[src/rtl/store_data_unit.sv]
// Store-path unit: turns rs2 store requests into lane-aligned, strobed
// data-memory write beats, splitting or rejecting boundary-crossing stores.
module store_data_unit #(
  parameter int DATA_W           = 32,
  parameter int ADDR_W           = 32,
  parameter bit ALLOW_MISALIGNED = 1'b1
) (
  input  logic                clk,
  input  logic                rst,
  input  logic                req_valid,
  output logic                req_ready,
  input  logic [ADDR_W-1:0]   req_addr,
  input  logic [DATA_W-1:0]   req_data,
  input  logic [1:0]          req_size,
  output logic                mem_valid,
  input  logic                mem_ready,
  output logic [ADDR_W-1:0]   mem_addr,
  output logic [DATA_W-1:0]   mem_wdata,
  output logic [DATA_W/8-1:0] mem_wstrb,
  output logic                store_err,
  output logic                busy
);

  localparam int NB = DATA_W / 8;
  localparam int OW = $clog2(NB);

  typedef enum logic [1:0] {IDLE, BEAT0, BEAT1} state_t;

  state_t state, state_nx;

  logic [OW-1:0]       off;
  logic [OW-1:0]       amask;
  logic [NB-1:0]       mask;
  logic                bad_size;
  logic                err_c;
  logic [DATA_W-1:0]   dmask;
  logic [2*NB-1:0]     wide_strb;
  logic [2*DATA_W-1:0] wide_data;
  logic [DATA_W-1:0]   hi_data;
  logic [NB-1:0]       hi_strb;
  logic                split;
  logic                last;
  logic                accept;
  logic                legal;

  assign off = req_addr[OW-1:0];

  always_comb begin
    mask     = '0;
    amask    = '0;
    bad_size = 1'b0;
    unique case (req_size)
      2'b00: begin
        mask  = NB'(4'hF);
        amask = OW'(3);
      end
      2'b01: begin
        mask  = NB'(2'h3);
        amask = OW'(1);
      end
      2'b10: begin
        mask  = NB'(1'b1);
        amask = '0;
      end
      default: begin
        if (DATA_W == 64) begin
          mask  = NB'(8'hFF);
          amask = OW'(7);
        end else begin
          bad_size = 1'b1;
        end
      end
    endcase
  end

  assign err_c = bad_size
               | (!ALLOW_MISALIGNED && (|(off & amask)));

  // keep only the bytes the store size covers
  always_comb begin
    dmask = '0;
    for (int i = 0; i < NB; i++)
      dmask[8*i +: 8] = req_data[8*i +: 8] & {8{mask[i]}};
  end

  assign wide_strb = {{NB{1'b0}}, mask} << off;
  assign wide_data = {{DATA_W{1'b0}}, dmask} << {off, 3'b000};

  assign split     = |hi_strb;
  assign mem_valid = (state != IDLE);
  assign busy      = (state != IDLE);
  assign last      = (state == BEAT1)
                   | ((state == BEAT0) & ~split);
  assign req_ready = (state == IDLE)
                   | (last & mem_valid & mem_ready);
  assign accept    = req_valid & req_ready;
  assign legal     = accept & ~err_c;

  always_comb begin
    state_nx = state;
    unique case (state)
      IDLE: begin
        if (legal) state_nx = BEAT0;
      end
      BEAT0: begin
        if (mem_ready) begin
          if (split)      state_nx = BEAT1;
          else if (legal) state_nx = BEAT0;
          else            state_nx = IDLE;
        end
      end
      BEAT1: begin
        if (mem_ready) state_nx = legal ? BEAT0 : IDLE;
      end
      default: state_nx = IDLE;
    endcase
  end

  always_ff @(posedge clk or posedge rst) begin
    if (rst) state <= IDLE;
    else     state <= state_nx;
  end

  always_ff @(posedge clk or posedge rst) begin
    if (rst) begin
      mem_addr  <= '0;
      mem_wdata <= '0;
      mem_wstrb <= '0;
      hi_data   <= '0;
      hi_strb   <= '0;
      store_err <= 1'b0;
    end else begin
      store_err <= accept & err_c;
      if (legal) begin
        mem_addr  <= req_addr & ~ADDR_W'(NB - 1);
        mem_wdata <= wide_data[DATA_W-1:0];
        mem_wstrb <= wide_strb[NB-1:0];
        hi_data   <= wide_data[2*DATA_W-1:DATA_W];
        hi_strb   <= wide_strb[2*NB-1:NB];
      end else if ((state == BEAT0) && mem_ready && split) begin
        mem_addr  <= mem_addr + ADDR_W'(NB);
        mem_wdata <= hi_data;
        mem_wstrb <= hi_strb;
        hi_strb   <= '0;
      end
    end
  end

endmodule

[config.mk]
export PLATFORM = sky130hd
export DESIGN_NAME = store_data_unit
export DESIGN_NICKNAME = d
export VERILOG_FILES = /design/src/rtl/store_data_unit.sv
export SDC_FILE = /design/constraint.sdc
export NUM_CORES = 1
export LEC_CHECK = 0
export ABC_CLOCK_PERIOD_IN_PS = 3500
export BUFFER_PORTS_ARGS = -buffer_cell sky130_fd_sc_hd__buf_2
export CORE_MARGIN = 5
export CORE_UTILIZATION = 53
export CTS_CLUSTER_DIAMETER = 60
export CTS_CLUSTER_SIZE = 20
export DETAILED_ROUTE_END_ITERATION = 10
export PLACE_DENSITY = 0.84
export SYNTH_ARGS = -nofsm -noshare
export SYNTH_HDL_FRONTEND = slang
export SYNTH_SLANG_ARGS = --single-unit
[constraint.sdc]
create_clock -name clk -period 3.5 [get_ports clk]
set_clock_uncertainty 0.15 [all_clocks]
set_input_delay 0.525 -clock clk [delete_from_list [all_inputs] [get_ports clk]]
set_output_delay 0.525 -clock clk [all_outputs]
set_load 0.02 [all_outputs]
Word-level counts from Yosys, hierarchy flattened

Cells that the tools add are included.

Flip-flop bits (word level): 107
Latch bits: 0
Bits in writable memories: 0
ROM bits: 0
Output and inout port bits: 72
Word-level logic and storage cells: 55
Memories: 0

Add/subtract/negate cells: 1
$mul: 0
Div/mod/pow operators: 0
Order comparisons: 0
Equal/unequal tests: 7
Shift-type cells: 2
Mux-type cells: 16
Bitwise logic cells: 13
Reductions and logical operators: 9

Operators by type and width:

| kind                    | count |
|---|---|
| $mux W32                | 4 |
| $shl A32 B5 Y64         | 1 |
| $add A32 B3 Y32 const B | 1 |
| $and A8 B8 Y8           | 4 |
| $mux W4                 | 4 |
| $pmux W4 S3             | 1 |
| $mux W2                 | 4 |
| $shl A4 B2 Y8           | 1 |
| $and A1 B1 Y1           | 6 |
| $ne A2 B2 Y1 const B    | 3 |
| $pmux W2 S3             | 1 |
| $eq A2 B1 Y1 const B    | 2 |
| $eq A2 B2 Y1 const B    | 2 |
| $logic_not A2 Y1        | 2 |
| $reduce_bool A2 Y1      | 2 |
| $reduce_or A4 Y1        | 1 |
| $reduce_and A3 Y1       | 1 |
| $reduce_or A3 Y1        | 1 |
| $logic_and A1 B1 Y1     | 2 |
| $mux W1                 | 2 |
| $or A1 B1 Y1            | 2 |
| $not A1 Y1              | 1 |

Depth between registers and ports, before layout

Gate-level depths: netlist of run 1.

Depth after elaboration: 13
Depth in mapped cells: 8

Worst setup path after synthesis of run 1

OpenSTA, ideal clock, no wires.

Path kind: in2reg
Start: input port mem_ready
End: register mem_wdata[0]
Setup time: 0.126 ns
Data arrival time: 2.078 ns
Path slack: 1.146 ns
Stages: 7
Path buffers: 2
Path through: or4b_4 > a221oi_2 > buf_6 > nand2_4 > buf_6 > and3_1 > a221o_1

Word-level cells in the longest chain between the ends: 5
Elaborated cells between the ends (all ways): 8
Those cells by class: mux (1); bitwise (4); reduce/logical (3)

Ends and longest elaborated chain:

| what                                           | RTL line | source |
|---|---|---|
| from (decl)                                    | 16       | `input logic mem_ready,` |
| $and A1 B1 Y1                                  | 95       | `\| (last & mem_valid & mem_ready);` |
| $or A1 B1 Y1                                   | 95       |  |
| $and A1 B1 Y1                                  | 96       | `assign accept = req_valid & req_ready;` |
| $and A1 B1 Y1                                  | 97       | `assign legal = accept & ~err_c;` |
| $mux W32 or $reduce_bool A2 Y1 (tied branches) | n/a      |  |
| to (signal assigned)                           | 136      | `mem_wdata <= wide_data[DATA_W-1:0];` |
| to (signal assigned)                           | 142      | `mem_wdata <= hi_data;` |
| to (decl)                                      | 18       | `output logic [DATA_W-1:0] mem_wdata,` |

Parallel ways exist; a longest one is shown, timed or not.
A chain may end at the register's enable or synchronous reset.

Worst setup path in the final report of run 1

Start: register hi_strb[0]
End: register mem_wdata[2]

Word-level cells in the longest chain between the ends: 10
Elaborated cells between the ends (all ways): 12
Those cells by class: mux (1); bitwise (8); reduce/logical (3)

Ends and longest elaborated chain:

| what                                           | RTL line | source |
|---|---|---|
| from (decl)                                    | 40       | `logic [NB-1:0] hi_strb;` |
| from (signal assigned)                         | 139      | `hi_strb <= wide_strb[2*NB-1:NB];` |
| $reduce_or A4 Y1 *                             | 89       | `assign split = \|hi_strb;` |
| $not A1 Y1                                     | 93       | `\| ((state == BEAT0) & ~split);` |
| $and A1 B1 Y1                                  | 93       |  |
| $or A1 B1 Y1                                   | 93       |  |
| $and A1 B1 Y1 (2 in series)                    | 95       |  |
| $or A1 B1 Y1                                   | 95       |  |
| $and A1 B1 Y1                                  | 96       |  |
| $and A1 B1 Y1                                  | 97       |  |
| $mux W32 or $reduce_bool A2 Y1 (tied branches) | n/a      |  |

Every way passes the cells marked *; elsewhere a longest branch is shown, timed or not.

==> results of run 1 <==
metrics by stage:
stage / std cells / power [mW] / setup slack [ns] / hold WS [ns]
2_1_floorplan: 523 / 3.28 / 0.320 / 0.299
3_3_place_gp: 760 / 3.91 / 0.718 / 0.311
3_5_place_dp: 760 / 3.99 / 0.603 / 0.323
4_1_cts: 776 / 4.82 / 0.739 / 0.143
5_1_grt: 776 / 5.10 / 0.622 / 0.151
6_report: 776 / 4.82 / 0.726 / 0.0989
per-layer routing:
| metal | GRT usage (%) | wire length [um] |
|---|---|---|
| met2 | 40.6 | 6810 |
| met1 | 35.5 | 6240 |
| met3 | 5.55 | 1580 |
| met5 | 0 | 0 |
| met4 | 8.66 | 265 |
report_power, final:
group          total (mW)  internal, mW  switching [mW]  leakage [nW]
logic                2.04         0.755            1.29          1.59
clock network       0.829         0.441           0.388         0.119
registers            1.95          1.54           0.407          1.23
total                4.82          2.74            2.08          2.95
worst min path at each step:
stage,end,slack (ns),cells past startpoint
2_1_floorplan,hi_data[10],0.30,2
3_3_place_gp,hi_data[9],0.31,2
3_5_place_dp,hi_data[11],0.32,2
4_1_cts,mem_addr[4],0.14,3
5_1_grt,mem_addr[5],0.15,3
6_report,mem_addr[4],0.1,3
worst max-delay path, stage by stage, from the launching register on:
cell and delay [ns]:
dfrtp_1 0.42, or4b_4 0.56, a221oi_2 0.42, nand2_4 0.44, and3_1 0.37, a221o_1 0.28
sequential cells by signal, indices dropped and copies added, names as in the netlist:
name / count
hi_data: 24
hi_strb: 3
mem_addr: 30
mem_wdata: 32
mem_wstrb: 4
state: 2
store_err: 1
area by class of cell:
| cell class | instances | share of cell area [%] |
|---|---|---|
| clock buffers | 11 | 2.50 |
| clock inverters | 5 | 1.30 |
| inverters | 9 | 0.579 |
| multi-input cells | 379 | 40.3 |
| flip-flops and latches | 96 | 39.7 |
| well taps | 129 | 2.67 |
| repair buffers | 147 | 12.9 |
cell usage after synthesis, drive strengths merged, types with 2 or more instances:
| cell type | count |
|---|---|
| buf | 19 |
| and2 | 5 |
| nor3 | 10 |
| xor2 | 14 |
| clkbuf | 20 |
| or2 | 3 |
| and3 | 21 |
| xnor2 | 2 |
| dfrtp | 96 |
| inv | 9 |
| a31oi | 3 |
| a21oi | 10 |
| o211ai | 2 |
| a21o | 5 |
| nand3 | 16 |
| a32oi | 2 |
| or3 | 3 |
| a22oi | 10 |
| mux2i | 18 |
| a221o | 27 |
| o21ai | 36 |
| nand2b | 3 |
| o2bb2ai | 12 |
| a221oi | 9 |
| a31o | 4 |
| nand2 | 56 |
| a22o | 17 |
| nor4 | 3 |
| nor2 | 53 |
| nor2b | 2 |
| o31ai | 4 |
| nand4 | 15 |
cells by family after synthesis:
logic type | count (synthesis)
flops | 96
xor+xnor | 16
buf+inv | 48
mux | 19
simple gates | 195
compound gates | 146
other cells | 1
fa+ha+maj | 1
==> flow_metrics.env, run 1 <==
export IMPL_status="finished clean"
export IMPL_stdcell_area_sq_um=6050
export IMPL_slew_headroom_pct=35.8
export IMPL_nFillCells=788
export IMPL_final_nets=713
export IMPL_yosys_top_cells_area="dfrtp_1, a221o_1, nand2_1"
export IMPL_place_gp_congestion=0.944
export IMPL_placed_area_sq_um=5820
export IMPL_areaGrowthSynthToFinish_pct=19.0
export IMPL_io_buffers=139
export IMPL_ys_seq_area_share_pct=47.3
export IMPL_drv_slew=0
export IMPL_maxCapViolations=0
export IMPL_finalCritPeriodShare_pct=79.3
export IMPL_p_leak_nw=2.95
export IMPL_hp_class="in -> async"
export IMPL_synth_fa_ha_area_share_pct=0.246
export IMPL_hpwl_mm=10.4
export IMPL_cts_setup_buffers=0
export IMPL_endpoint="mem_wdata[2]"
export IMPL_antenna_found_initial=0
export IMPL_ys_types=57
export IMPL_reg2reg_from="hi_strb[0]"
export IMPL_crit_arrival_ns=2.86
export IMPL_clkSinkCount=96
export IMPL_dieHeight_um=108
export IMPL_layout_min_cycle_time_ns=2.77
export IMPL_drt_iter0_markers=429
export IMPL_crit_type="reg -> reg"
export IMPL_synth_xor_xnor_area_share_pct=2.76
export IMPL_synth_top_area_share_pct=47.3
export IMPL_route_detailed_drc=0
export IMPL_yosys_area_share_simple_pct=19.0
export IMPL_regArea_sq_um=2400
export IMPL_viasPerCell=6.24
export IMPL_root_buffer="clkbuf_8"
export IMPL_synthArstFlopShare_pct=100
export IMPL_grt_max_degree=97
export IMPL_syn_cell_area_sq_um=5080
export IMPL_drt_pass1_iterations=7
export IMPL_dieWidth_um=108
export IMPL_end_kind="register"
export IMPL_tns_ns=0
export IMPL_syn_inst=522
export IMPL_hold_violations=0
export IMPL_clk_path_buf_depth=2
export IMPL_yosysTopAreaCell="dfrtp_1"
export IMPL_gr_usage_all_layers_pct=25.8
export IMPL_synth_ff_type="dfrtp_1"
export IMPL_grt_pass1_vias=4716
export IMPL_power_density_nw_per_um2=796
export IMPL_grt_pass1_wl_mm=24.0
export IMPL_routed_wl_mm=14.9
export IMPL_synthMuxAreaShare_pct=3.77
export IMPL_syn_avg_cell_area_sq_um=9.74
export IMPL_worstRegToRegCells=5
export IMPL_cts_tree="done"
export IMPL_synth_compound_area_share_pct=22.0
export IMPL_rows=35
export IMPL_setup_viol=0
export IMPL_clk_insertion_delay_late_ns=0.36
export IMPL_h_tree_depth=3
export IMPL_start_util_pct=54.8
export IMPL_final_common_cell="buf_2"
export IMPL_ys_warn_count=0
export IMPL_via_count=4844
export IMPL_start_kind="register"
export IMPL_cts_resized=0
export IMPL_post_route_util_pct=65.2
export IMPL_grt_remaining_overflow=0
export IMPL_startpoint="hi_strb[0]"
export IMPL_worst_pin_slew_ns=0.960
export IMPL_worst_r2r_endpoint="mem_wdata[2]"
export IMPL_path_max_fanout=61
export IMPL_max_freq_mhz=360
export IMPL_worstPathRequired_ns=3.59
export IMPL_pin_count=142
export IMPL_path_clk_slew_ns=0.10
export IMPL_cts_hold_buf=0
export IMPL_synth_top_family_by_area="compound AO/OA/AOI/OAI gates"
export IMPL_antenna_violating_nets_post_route=0
export IMPL_multiInputGateArea_sq_um=2440
export IMPL_synth_edf_count=0
export IMPL_cts_buffers=9
export IMPL_reg2reg_slack_ns=0.73
export IMPL_drive_above_1_share_pct=28.0
export IMPL_final_cell_mix="buf_2, dfrtp_1, nand2_1"
export IMPL_irDropWorstVdd_mv=0.381
export IMPL_antenna_cells=0
export IMPL_ys_seq_elements=96
export IMPL_avgRoutedWirePerCell_um=19.2
export IMPL_dieArea_sq_um=11700
export IMPL_rsz0062_at_grt="no"
export IMPL_core_area_sq_um=9280
Note: power is estimated with default switching activity, not from simulation.
==> run 2, diff against run 1 <==
==> config.mk (replaced) <==
export PLATFORM = sky130hd
export DESIGN_NAME = store_data_unit
export DESIGN_NICKNAME = d
export VERILOG_FILES = /design/src/rtl/store_data_unit.sv
export SDC_FILE = /design/constraint.sdc
export NUM_CORES = 1
export LEC_CHECK = 0
export ABC_AREA = 1
export ABC_CLOCK_PERIOD_IN_PS = 2290
export BUFFER_PORTS_ARGS = -buffer_cell sky130_fd_sc_hd__buf_2
export CORE_MARGIN = 5
export CORE_UTILIZATION = 49
export CTS_CLUSTER_DIAMETER = 60
export CTS_CLUSTER_SIZE = 20
export DETAILED_ROUTE_END_ITERATION = 10
export PLACE_DENSITY = 0.8
export SYNTH_ARGS = -nofsm -noshare
export SYNTH_HDL_FRONTEND = slang
export SYNTH_SLANG_ARGS = --single-unit
==> constraint.sdc (replaced) <==
create_clock -name clk -period 2.29 [get_ports clk]
set_clock_uncertainty 0.15 [all_clocks]
set_input_delay 0.3435 -clock clk [delete_from_list [all_inputs] [get_ports clk]]
set_output_delay 0.3435 -clock clk [all_outputs]
set_load 0.02 [all_outputs]
==> run 2 against run 1 <==
The flow now finishes with violations (negative hold slack). Sequential power grew 55%. Via count grew 24%. Combinational power grew 84%. Utilization shrank 5.9 points. Fmax grew 34%. Global-route usage shrank 0.097 points. Die area grew 17%. Register-to-register slack lost 0.50 ns. Non-clock buffer count grew 11. First-iteration DRC count grew 40%. Final area grew 11%. Sequential share of layout area shrank 3.9 points.
==> flow_metrics.env, run 2 <==
export IMPL_drive_above_1_share_pct=19.7
export IMPL_pin_count=142
export IMPL_worst_pin_slew_ns=0.565
export IMPL_setup_viol=0
export IMPL_end_kind="register"
export IMPL_p_sw_mw=3.81
export IMPL_p_int_mw=4.38
export IMPL_failed_checks="negative hold slack"
export IMPL_switching_share_pct=46.5
export IMPL_p_seq_share_pct=37.0
export IMPL_clkPwrFrac_pct=17.2
export IMPL_drt_iter0_markers=599
export IMPL_cts_buffers=9
export IMPL_ys_seq_elements=96
export IMPL_regArea_sq_um=2400
export IMPL_io_buffers=139
export IMPL_yosys_top_cells_area="dfrtp_1, nand2_1, nand3_1"
export IMPL_finalCritPeriodShare_pct=90.2
export IMPL_yosys_area_share_simple_pct=37.9
export IMPL_synth_top_family_by_area="simple AND/OR/NAND/NOR gates"
export IMPL_p_comb_share_pct=45.8
export IMPL_synthArstFlopShare_pct=100
export IMPL_grt_pass1_vias=5590
export IMPL_layout_min_cycle_time_ns=2.06
export IMPL_start_util_pct=49.5
export IMPL_synthMuxAreaShare_pct=0
export IMPL_start_kind="register"
export IMPL_syn_cell_area_sq_um=5610
export IMPL_holdWs_ns=-0.0624
export IMPL_crit_chain="ha_1, nand2_1, nor2_1, nand3_1, nor2_1, nand3_1, nand2_1, nand3_1, nand2_1, inv_1"
export IMPL_largest_reg_flops=32
export IMPL_path_delay_family="simple AND/OR/NAND/NOR gates"
export IMPL_post_route_util_pct=59.3
export IMPL_clk_insertion_delay_late_ns=0.34
export IMPL_areaGrowthSynthToFinish_pct=19.6
export IMPL_max_freq_mhz=484
export IMPL_dieHeight_um=117
export IMPL_maxCapViolations=0
export IMPL_cts_hold_buf=0
export IMPL_yosysMostFrequentCell="nand2_1"
export IMPL_place_gp_congestion=0.981
export IMPL_antenna_found_initial=0
export IMPL_ys_warn_count=0
export IMPL_drt_pass1_iterations=5
export IMPL_worst_path_buf_inv=1
export IMPL_irDropWorstVdd_mv=0.608
export IMPL_worstRegToRegCells=10
export IMPL_h_tree_depth=3
export IMPL_dieWidth_um=117
export IMPL_viasPerCell=5.51
export IMPL_avgRoutedWirePerCell_um=15.8
export IMPL_grt_pass1_wl_mm=27.7
export IMPL_via_count=5989
export IMPL_slew_headroom_pct=62.3
export IMPL_hp_class="in -> async"
export IMPL_routed_wl_mm=17.2
export IMPL_synth_compound_area_share_pct=9.33
export IMPL_antenna_cells=0
export IMPL_dieArea_sq_um=13700
export IMPL_clk_path_buf_depth=2
export IMPL_route_detailed_drc=0
export IMPL_final_cell_mix="nand2_1, buf_2, dfrtp_1"
export IMPL_tns_ns=0
export IMPL_grt_max_degree=97
export IMPL_power_density_nw_per_um2=1220
export IMPL_rows=39
export IMPL_regMostFlops="mem_wdata"
export IMPL_critPathSlowestCell="dfrtp_1"
export IMPL_synth_edf_count=0
export IMPL_top_regs="mem_wdata (32), mem_addr (30), hi_data (24)"
export IMPL_grt_remaining_overflow=0
export IMPL_synth_common_cells="nand2_1, dfrtp_1, nand3_1"
export IMPL_ys_seq_area_share_pct=42.8
export IMPL_cts_setup_buffers=0
export IMPL_synth_top_area_share_pct=42.8
export IMPL_synth_xor_xnor_area_share_pct=2.03
export IMPL_synth_fa_ha_area_share_pct=0.223
export IMPL_path_clk_slew_ns=0.07
export IMPL_status="finished, violations left"
export IMPL_ys_types=32
export IMPL_worstPathRequired_ns=2.38
export IMPL_final_cells=1086
export IMPL_multiInputGateArea_sq_um=2780
export IMPL_syn_inst=809
export IMPL_final_common_cell="nand2_1"
export IMPL_cts_tree="done"
export IMPL_antenna_violating_nets_post_route=0
export IMPL_hpwl_mm=12.6
export IMPL_placed_cells=1070
export IMPL_path_max_fanout=7
export IMPL_max_stage_delay_ns=0.50
export IMPL_drv_slew=0
export IMPL_crit_arrival_ns=2.15
export IMPL_synth_ff_type="dfrtp_1"
export IMPL_rsz0062_at_grt="no"
export IMPL_syn_avg_cell_area_sq_um=6.93
export IMPL_root_buffer="clkbuf_16"
export IMPL_final_nets=1009
export IMPL_cts_resized=0
export IMPL_crit_type="reg -> reg"
export IMPL_core_area_sq_um=11300
export IMPL_p_leak_nw=3.48
export IMPL_hold_violations=20
export IMPL_path_depth=10
export IMPL_clkSinkCount=96
export IMPL_yosysTopAreaCell="dfrtp_1"
export IMPL_nFillCells=1102
export IMPL_gr_usage_all_layers_pct=25.7
-- run 2: cell types whose count changed after synthesis, moves of 21 or more --
cell / delta
nand3_1: +73
and3_1: -21
nor2_1: +23
o21ai_0: +24
a221o_1: -27
inv_1: +40
nand2_1: +262
-- run 2: kinds of logic after synthesis --
| kind of cell | Yosys count |
|---|---|
| and+or+nand+nor | 509 |
| AOI/OAI and AO/OA | 96 |
| DFF | 96 |
| buffers and inverters | 93 |
| xor gates and xnor gates | 13 |
| adders and majority gates | 1 |
| other | 1 |
-- run 2: path summary, 6_finish.rpt --
check | slack (ns) | to | from
max | 0.23 | mem_addr[22] | mem_addr[2]
min | -0.06 | mem_addr[23] | rst
max reg2reg | 0.23 | mem_addr[22] | mem_addr[2]
min reg2reg | 0.32 | mem_wdata[31] | mem_wdata[31]
max in group asynchronous | 1.57 | hi_data[4] | rst
min in group clk | 0.06 | mem_addr[10] | req_addr[10]
-- run 2: final cells by class --
type,count,area share (%)
Clock buffer,13,3.73
Clock inverter,3,0.261
Inverter,52,2.97
Multi-Input combinational cell,621,41.5
Sequential cell,96,35.8
Tap cell,143,2.67
Timing Repair Buffer,158,13.1
-- run 2: metrics by stage --
stage,power [mW],area [sq um],setup WS [ns]
global placement,6.70,6440,0.265
floorplan,5.46,5610,0.463
global route,8.74,6710,0.0669
CTS,8.21,6710,0.257
detailed placement,6.78,6440,0.237
finish,8.18,6710,0.225
-- run 2: power groups by stage --
stage | Sequential (mW) | Combinational (mW) | Clock, mW
after global placement | 3.02 | 3.69 | 0
after floorplan | 3.53 | 1.92 | 0
after detailed placement | 3.03 | 3.75 | 0
after CTS | 3.01 | 3.77 | 1.43
final | 3.03 | 3.75 | 1.41
after global routing | 3.12 | 4.11 | 1.51
-- run 2: worst register-to-register path: stages (launching register included) --
cell,delay [ns]
dfrtp_1,0.50
ha_1,0.30
nand2_1,0.10
nor2_1,0.18
nand3_1,0.19
nor2_1,0.24
nand3_1,0.10
nand2_1,0.07
nand3_1,0.06
nand2_1,0.06
inv_1,0.03
-- run 2: routing by layer --
layer / track usage, % / vias to the layer above / routed length [um] / share of wire (%)
li1: - / 2847 / - / -
met2: 41.1 / 351 / 8080 / 47
met1: 35.0 / 2746 / 7050 / 41
met5: 0 / - / 0 / 0
met3: 4.52 / 45 / 1580 / 9.2
met4: 9.63 / 0 / 470 / 2.7
